File: src/rtl/seq_mult_pkg.sv
// Shared types for the shift-add sequential multiplier.
package seq_mult_pkg;

  typedef enum logic [1:0] {
    ST_IDLE = 2'd0,
    ST_RUN  = 2'd1,
    ST_DONE = 2'd2
  } state_e;

endpackage

File: src/rtl/seq_mult_core_if.sv
// Start/abort/operand request and busy/done/product response bundle.
interface seq_mult_core_if #(parameter int WIDTH = 4);

  logic                 start;
  logic                 abort;
  logic [WIDTH-1:0]     multiplicand;
  logic [WIDTH-1:0]     multiplier;
  logic                 busy;
  logic                 done;
  logic [2*WIDTH-1:0]   product;

  modport master (output start, abort, multiplicand, multiplier,
                  input  busy, done, product);
  modport slave  (input  start, abort, multiplicand, multiplier,
                  output busy, done, product);

endinterface

File: src/rtl/mult_acc_reg.sv
// {C,H,L} accumulator: clear, load multiplier into L, or conditional add of M then shift right.
module mult_acc_reg #(parameter int WIDTH = 4) (
  input  logic               clk,
  input  logic               clr_n,
  input  logic               clear_i,
  input  logic               load_i,
  input  logic               add_shift_i,
  input  logic [WIDTH-1:0]   operand_i,
  input  logic [WIDTH-1:0]   m_i,
  output logic [2*WIDTH-1:0] hl_d_o
);

  logic             c_q;
  logic [WIDTH-1:0] h_q, l_q;
  logic [WIDTH:0]   sum;

  // C is always 0 after a shift, so folding it into the add is harmless
  assign sum    = {c_q, h_q} + (l_q[0] ? {1'b0, m_i} : '0);
  assign hl_d_o = {sum, l_q[WIDTH-1:1]};

  always_ff @(posedge clk or negedge clr_n) begin
    if (!clr_n) begin
      c_q <= 1'b0;
      h_q <= '0;
      l_q <= '0;
    end else if (clear_i) begin
      c_q <= 1'b0;
      h_q <= '0;
      l_q <= '0;
    end else if (load_i) begin
      c_q <= 1'b0;
      h_q <= '0;
      l_q <= operand_i;
    end else if (add_shift_i) begin
      c_q          <= 1'b0;
      {h_q, l_q}   <= hl_d_o;
    end
  end

endmodule

File: src/rtl/seq_mult_core.sv
// Unsigned shift-add multiplier: one 2*WIDTH product per WIDTH+1 cycles, with synchronous abort.
module seq_mult_core
  import seq_mult_pkg::*;
#(
  parameter int WIDTH = 4
) (
  input logic            clk,
  input logic            clr_n,
  seq_mult_core_if.slave bus
);

  localparam int CNT_W = $clog2(WIDTH + 1);

  state_e               state_q;
  logic [CNT_W-1:0]     cnt_q;
  logic [WIDTH-1:0]     m_q;
  logic [2*WIDTH-1:0]   product_q, hl_d;
  logic                 busy_q, done_q;
  logic                 load, add_shift;

  assign load      = bus.start && !bus.abort && (state_q == ST_IDLE || state_q == ST_DONE);
  assign add_shift = (state_q == ST_RUN) && !bus.abort;

  mult_acc_reg #(.WIDTH(WIDTH)) u_acc (
    .clk         (clk),
    .clr_n       (clr_n),
    .clear_i     (bus.abort),
    .load_i      (load),
    .add_shift_i (add_shift),
    .operand_i   (bus.multiplier),
    .m_i         (m_q),
    .hl_d_o      (hl_d)
  );

  always_ff @(posedge clk or negedge clr_n) begin
    if (!clr_n) begin
      state_q   <= ST_IDLE;
      cnt_q     <= '0;
      m_q       <= '0;
      product_q <= '0;
      busy_q    <= 1'b0;
      done_q    <= 1'b0;
    end else if (bus.abort) begin
      // product is deliberately kept; only the in-flight operation is dropped
      state_q <= ST_IDLE;
      cnt_q   <= '0;
      busy_q  <= 1'b0;
      done_q  <= 1'b0;
    end else begin
      done_q <= 1'b0;
      unique case (state_q)
        ST_IDLE, ST_DONE: begin
          if (bus.start) begin
            m_q     <= bus.multiplicand;
            cnt_q   <= CNT_W'(WIDTH);
            busy_q  <= 1'b1;
            state_q <= ST_RUN;
          end else begin
            state_q <= ST_IDLE;
          end
        end
        ST_RUN: begin
          cnt_q <= cnt_q - 1'b1;
          if (cnt_q == CNT_W'(1)) begin
            product_q <= hl_d;
            done_q    <= 1'b1;
            busy_q    <= 1'b0;
            state_q   <= ST_DONE;
          end
        end
        default: begin
          busy_q  <= 1'b0;
          state_q <= ST_IDLE;
        end
      endcase
    end
  end

  assign bus.busy    = busy_q;
  assign bus.done    = done_q;
  assign bus.product = product_q;

endmodule

File: src/flat_wrapper.sv
// flat-port wrapper written by rule: the top's interface ports become plain ports
module seq_mult_core_flat import seq_mult_pkg::*;
#(
  parameter int WIDTH = 4
)
  (clk, clr_n, bus_start, bus_abort, bus_multiplicand, bus_multiplier, bus_busy, bus_done, bus_product);
  seq_mult_core_if #(.WIDTH(WIDTH)) bus_i ();
  input logic clk;
  input logic clr_n;
  input wire logic [$bits(bus_i.start)-1:0] bus_start;
  input wire logic [$bits(bus_i.abort)-1:0] bus_abort;
  input wire logic [$bits(bus_i.multiplicand)-1:0] bus_multiplicand;
  input wire logic [$bits(bus_i.multiplier)-1:0] bus_multiplier;
  output wire logic [$bits(bus_i.busy)-1:0] bus_busy;
  output wire logic [$bits(bus_i.done)-1:0] bus_done;
  output wire logic [$bits(bus_i.product)-1:0] bus_product;
  assign bus_i.start = bus_start;
  assign bus_i.abort = bus_abort;
  assign bus_i.multiplicand = bus_multiplicand;
  assign bus_i.multiplier = bus_multiplier;
  assign bus_busy = bus_i.busy;
  assign bus_done = bus_i.done;
  assign bus_product = bus_i.product;
  seq_mult_core #(.WIDTH(WIDTH)) u_core (.clk(clk), .clr_n(clr_n), .bus(bus_i));
endmodule
File: config.mk
export PLATFORM = sky130hd
export DESIGN_NAME = seq_mult_core_flat
export DESIGN_NICKNAME = d
export VERILOG_FILES = /design/src/rtl/seq_mult_pkg.sv /design/src/rtl/seq_mult_core_if.sv /design/src/rtl/mult_acc_reg.sv /design/src/rtl/seq_mult_core.sv /design/src/flat_wrapper.sv
export SDC_FILE = /design/constraint.sdc
export NUM_CORES = 1
export LEC_CHECK = 0
export CORE_UTILIZATION = 55
export CTS_CLUSTER_SIZE = 40
export DETAILED_ROUTE_END_ITERATION = 8
export GPL_TIMING_DRIVEN = 0
export PLACE_DENSITY_LB_ADDON = 0.1
export SLEW_MARGIN = 5
export SYNTH_ARGS = -nofsm -noshare
export SYNTH_HDL_FRONTEND = slang
export SYNTH_SLANG_ARGS = --single-unit
File: constraint.sdc
create_clock -name clk -period 2.5 [get_ports clk]
set_input_delay 0.625 -clock clk [delete_from_list [all_inputs] [get_ports clk]]
set_output_delay 0.625 -clock clk [all_outputs]
set_load 0.01 [all_outputs]
### Yosys cells after proc, flatten, opt, wreduce, memory -nomap -nowiden

Index checks and enable logic that the tools add are counted.

* RAM bits: 0
* register bits: 28
* logic and storage cells: 54
* memories: 0
* input bits: 12
* bits in latches: 0
* output and inout port bits: 10
* memory bits (read-only): 0

* multiplexer cells: 24
* reduce and logical (&&, ||, !) cells: 13
* shift operators: 0
* magnitude comparators: 0
* $mul: 0
* divide/modulo/power cells: 0
* add/sub/neg operators: 2
* bitwise logic cells: 1
* eq/ne operators: 5

Operators with widths (number)
* 4-bit 2-to-1 mux: 7
* 1-bit 2-to-1 mux: 10
* 3-bit 2-to-1 mux: 2
* 3-bit != test (second input constant): 2
* 3-bit one-hot mux with 2 select lines: 1
* 3-bit AND reduction: 2
* 3-bit nonzero test: 2
* 5-bit adder: 1
* 2-bit 2-to-1 mux: 2
* 2-bit one-hot mux with 2 select lines: 1
* 2-bit AND reduction: 2
* 3-bit by 1-bit equality test with 1-bit output (second input constant): 1
* 1-bit logical AND: 3
* 3-bit by 1-bit subtractor with 3-bit output (second input constant): 1
* 2-bit by 1-bit equality test with 1-bit output (second input constant): 1
* 2-bit equality test (second input constant): 1
* 2-bit zero test: 1
* 1-bit one-hot mux with 2 select lines: 1
* 2-bit OR reduction: 1
* 1-bit zero test: 1
* 1-bit logical OR: 1
* 1-bit inverter: 1

### Logic depth before layout (Yosys ltp)

* word-level depth: 5
* depth in mapped cells: 8
* depth with buffers taken out: 8

### Modules after synthesis

Synthesis repeated with hierarchy kept, for this count alone.

* cell total of the unflattened synthesis: 115
* area, all modules: 1441.4 um^2

Modules (own cells, without submodules)
* seq_mult_core: cells each 60, seq. area each 475.5 um^2, area each 862.1 um^2, times used 1
* mult_acc_reg: cells each 55, seq. area each 200.2 um^2, area each 579.3 um^2, times used 1

### Worst setup path after synthesis

OpenSTA, ideal clock, no wires.

* path type: flip-flop to flip-flop
* start point: reg u_core.u_acc.l_q[0]
* end point: reg u_core.product_q[5] (netlist: u_core.bus.product[5])
* arrival time: 1.456 ns
* cell stages (with the launch flop): 7
* path slack: 0.919 ns
* data required time: 2.375 ns
* setup time: 0.125 ns
* cell sequence: dfrtp_1 -> and2_1 -> ha_1 -> inv_1 -> fa_1 -> xnor2_1 -> mux2_4

* longest elaborated chain between the ends: 2

Ends and longest elaborated chain
* start, declared: RTL line mult_acc_reg.sv:14 `logic [WIDTH-1:0] h_q, l_q;`
* start signal, assigned: RTL line mult_acc_reg.sv:33 `l_q <= operand_i;`
* start signal, assigned: RTL line mult_acc_reg.sv:36 `{h_q, l_q} <= hl_d_o;`
* 4-bit 2-to-1 mux: RTL line mult_acc_reg.sv:18 `assign sum = {c_q, h_q} + (l_q[0] ? {1'b0, m_i} : '0);`
* 5-bit adder: RTL line mult_acc_reg.sv:18
* end signal, assigned: RTL line seq_mult_core.sv:65 `product_q <= hl_d;`
* end, declared: RTL line seq_mult_core.sv:17 `logic [2*WIDTH-1:0] product_q, hl_d;`

No other way between the ends.
A chain may end at the register's enable or synchronous reset.

### Worst setup path after layout

* start point: in bus_abort
* end point: reg u_core.product_q[2] (netlist: u_core.bus.product[2])

* longest elaborated chain between the ends: 2

Ends and longest elaborated chain
* start, declared: RTL line flat_wrapper.sv:11 `input wire logic [$bits(bus_i.abort)-1:0] bus_abort;`
* 1-bit inverter (no line)
* 3-bit AND reduction (no line)

No other way between the ends.

==> flow_metrics.py <==
metrics = {
    "detailed_routing": {
        "detailroute.via_count": 877,
        "avgRoutedWirePerCell_um": 13.57,
        "met1_length_um": 996,
        "dr_iter_0_viols": 12,
        "detail_route.drc_violations": 0,
        "met3RoutedLength_um": 77,
        "route.top_layer_used": "met4",
        "first_pass_iters": 4,
        "detail-route-antenna-nets": 0,
        "wire_length_on_met2_mm": 1.066,
        "vias_per_cell": 5.447,
        "routed_wirelength_mm": 2.185,
    },
    "global_routing": {
        "first_global_vias": 836,
        "grt_pass1_wl_mm": 3.912,
        "grt_remaining_overflow": 0,
        "grt_start_max_net_pins": 28,
        "globalRouteTotalUtil": 0.2099,
        "antenna_found_initial": 0,
    },
    "cts": {
        "clock_insertion_delay_worst_skew_ns": 0.33,
        "post-cts-setup-buffers": 0,
        "cts.hold.buffers_added": 0,
        "ctsLongestPathBuffers": 2,
        "path_clk_slew_ns": 0.15,
        "cts_bufs_inserted": 3,
        "tritoncts_num_sinks": 27,
        "ctsRootBufferMaster": "clkbuf_4",
        "cts_tree": "built",
        "ctsHtreeMaxLevel": 1,
        "resized_cells_post_cts": 0,
    },
    "layout": {
        "insertedDiodeCount": 0,
        "p_r_area_growth_vs_syn_pct": 20.60,
        "design.final.nets": 153,
        "final_cell_area_um2": 1568,
        "drive_above_1_share": 0.1729,
    },
    "synth": {
        "synth_most_common_cell": "dfrtp_1",
        "async_flop_share": 1.000,
        "synth.yosys.seq_area_share": 0.5197,
        "netlist_instances": 108,
        "postSynthNetCount": 127,
        "synth_area_leader_cell": "dfrtp_1",
        "synth_area_um2": 1300,
        "synthTopCellsByArea": "dfrtp_1 52%, ha_1 5.8%, mux2_4 5.8%, mux2_2 4.3%, inv_1 2.9%",
        "synth-seq-cells": 27,
        "ys_dominant_reg_cell": "dfrtp_1",
        "synth_cell_type_count": 29,
        "yosysTopAreaCellShare": 0.5197,
        "yosys-top-cells-count": "27 x dfrtp_1, 10 x inv_1, 10 x nand2_1, 7 x o21ai_0, 6 x ha_1",
        "synthesis.yosys.warnings": 0,
        "synth_edf_count": 0,
        "avgSynthCellArea_um2": 12.04,
    },
    "die": {
        "core_region_area_um2": 2212,
        "floorplan.initialDensity": 0.5877,
        "floorplan.die_area_um2": 2562,
        "design.portCount": 22,
        "die_height_um": 50.62,
        "rows": 17,
        "die_width_um": 50.62,
    },
    "critical_path": {
        "cp_data_required_time_ns": 2.72,
        "worstSetupPathType": "in -> reg",
        "r2r_setup_slack_ns": 0.77,
        "timing.reg2reg.worst_path_depth": 6,
        "cp.arrival_ns": 2.19,
        "critPathLaunchType": "input port",
        "timing.critical_path.from": "bus_abort",
        "cp-end-kind": "register",
        "worstPathMaxFanout": 10,
        "r2r_end": "u_core.bus.product[5]",
        "worstReg2RegStart": "u_core.u_acc.l_q[0]",
    },
    "pwr": {
        "leakage_nw": 0.7518,
        "comb_power_share": 0.225,
        "pwr-share-clk": 0.205,
        "power_switching_share": 0.2713,
        "net-switching-power_uw": 248.0,
        "power.density_cell_area_nw_per_um2": 583.0,
        "p_int_uw": 666.1,
        "power.sequential.fraction": 0.570,
        "irDropWorstVdd_mv": 0.4661,
    },
    "timing": {
        "setup_violations": 0,
        "fin_tns_setup_ns": 0,
        "fin_skew_ns": 0.01198,
        "setup_ws_ns": 0.5326,
        "report.final.hold_viol_count": 0,
        "final.hold.worst_slack_ns": 0.2691,
        "rsz_0062_raised_after_global_routing": "false",
        "max_slew_margin": 0.6144,
        "timing_worst_slew_pin_value_ns": 0.5784,
        "post-route-period-util": 0.7870,
        "drv_slew": 0,
        "max_clock_freq_mhz": 508.3,
        "layout_min_cycle_time_ns": 1.967,
    },
    "place": {
        "port_buffers": 21,
        "routabilityCongestion": 0.8054,
        "dpl-instance-area_um2": 1545,
        "dp_hpwl_mm": 1.721,
        "detailedPlace.worstSlack_ns": 0.1821,
    },
    "status": {
        "status": "completed",
    },
    "flow_run": {
        "cap_violations": 0,
    },
    "min_path": {
        "hold_path.class": "in -> async",
    },
}
-- power groups by stage --
| stage | registers [mW] | clock network [mW] | logic [mW] |
|---|---|---|---|
| CTS | 0.522 | 0.192 | 0.210 |
| floorplan | 0.531 | 0 | 0.113 |
| detailed placement | 0.531 | 0 | 0.210 |
| finish | 0.521 | 0.187 | 0.206 |
| global placement | 0.527 | 0 | 0.201 |
| global route | 0.530 | 0.210 | 0.226 |
-- cell families after synthesis --
kind of cell,Yosys count,synth area share
fa+ha+maj,7,0.07315
flops,27,0.5197
simple gates,29,0.1415
buf+inv,11,0.03754
xor+xnor,3,0.02022
compound gates,20,0.09914
mux,11,0.1088
-- cell usage in the layout (no fill, tap or decap), drive strengths merged --
| cell type | synthesis | final |
|---|---|---|
| a21oi | 4 | 4 |
| clkinv | 0 | 1 |
| nor3 | 3 | 3 |
| mux2 | 10 | 10 |
| and2b | 2 | 2 |
| a22o | 1 | 1 |
| nor2 | 3 | 3 |
| mux2i | 1 | 1 |
| fa | 1 | 1 |
| and2 | 3 | 3 |
| buf | 1 | 2 |
| nor2b | 3 | 3 |
| ha | 6 | 6 |
| a211oi | 3 | 3 |
| or2 | 1 | 1 |
| clkbuf | 0 | 3 |
| nand2 | 10 | 10 |
| dfrtp | 27 | 27 |
| o21ai | 7 | 7 |
| xnor2 | 3 | 3 |
| o21a | 1 | 1 |
| inv | 10 | 10 |
| a222oi | 2 | 2 |
| a21o | 1 | 1 |
| nor3b | 1 | 1 |
| clkdlybuf4s50 | 0 | 20 |
| nand2b | 3 | 3 |
| a22oi | 1 | 1 |
-- how the worst max path moves through the flow --
stage,slack [ns],to,cells past startpoint
finish,0.53,u_core.bus.product[2],5
global route,0.49,u_core.bus.product[2],5
CTS,0.53,u_core.bus.product[2],5
detailed placement,0.18,u_core.bus.product[2],5
global placement,0.20,u_core.bus.product[1],5
floorplan,0.92,u_core.bus.product[5],6
-- metrics by stage --
step	utilization	std cells	power (mW)
after detailed placement	0.6985	157	0.7405
after floorplan	-	108	0.6444
after CTS	0.7110	161	0.9248
after global placement	0.6985	157	0.7284
final	0.7087	161	0.9141
after global routing	0.7087	161	0.9657
-- worst max-delay path: stages --
cell	delay, ns
clkdlybuf4s50_1	0.57
nor3b_4	0.39
nand2b_2	0.14
buf_6	0.17
mux2_4	0.30
-- sequential cells by signal (all words and copies together), names as in the netlist --
register	cells
u_core.bus.busy	1
u_core.m_q	4
u_core.cnt_q	3
u_core.u_acc.l_q	4
u_core.state_q	2
u_core.u_acc.h_q	4
u_core.bus.product	8
u_core.bus.done	1
-- routing by layer --
layer,vias to the layer above,global-route usage
met1,433,0.2814
li1,420,-
met5,-,0
met3,5,0.02727
met4,0,0.09722
met2,19,0.3378
-- final cells by class --
class | count | area [um2]
sequential | 27 | 675.6
fill | 185 | 644.4
multi-input combinational | 70 | 575.6
timing repair buffer | 21 | 205.2
inverter | 10 | 37.54
tap | 28 | 35.03
clock buffer | 3 | 22.52
buffer | 1 | 11.26
clock inverter | 1 | 5.005
No activity file was read; power rests on OpenSTA's default activity.
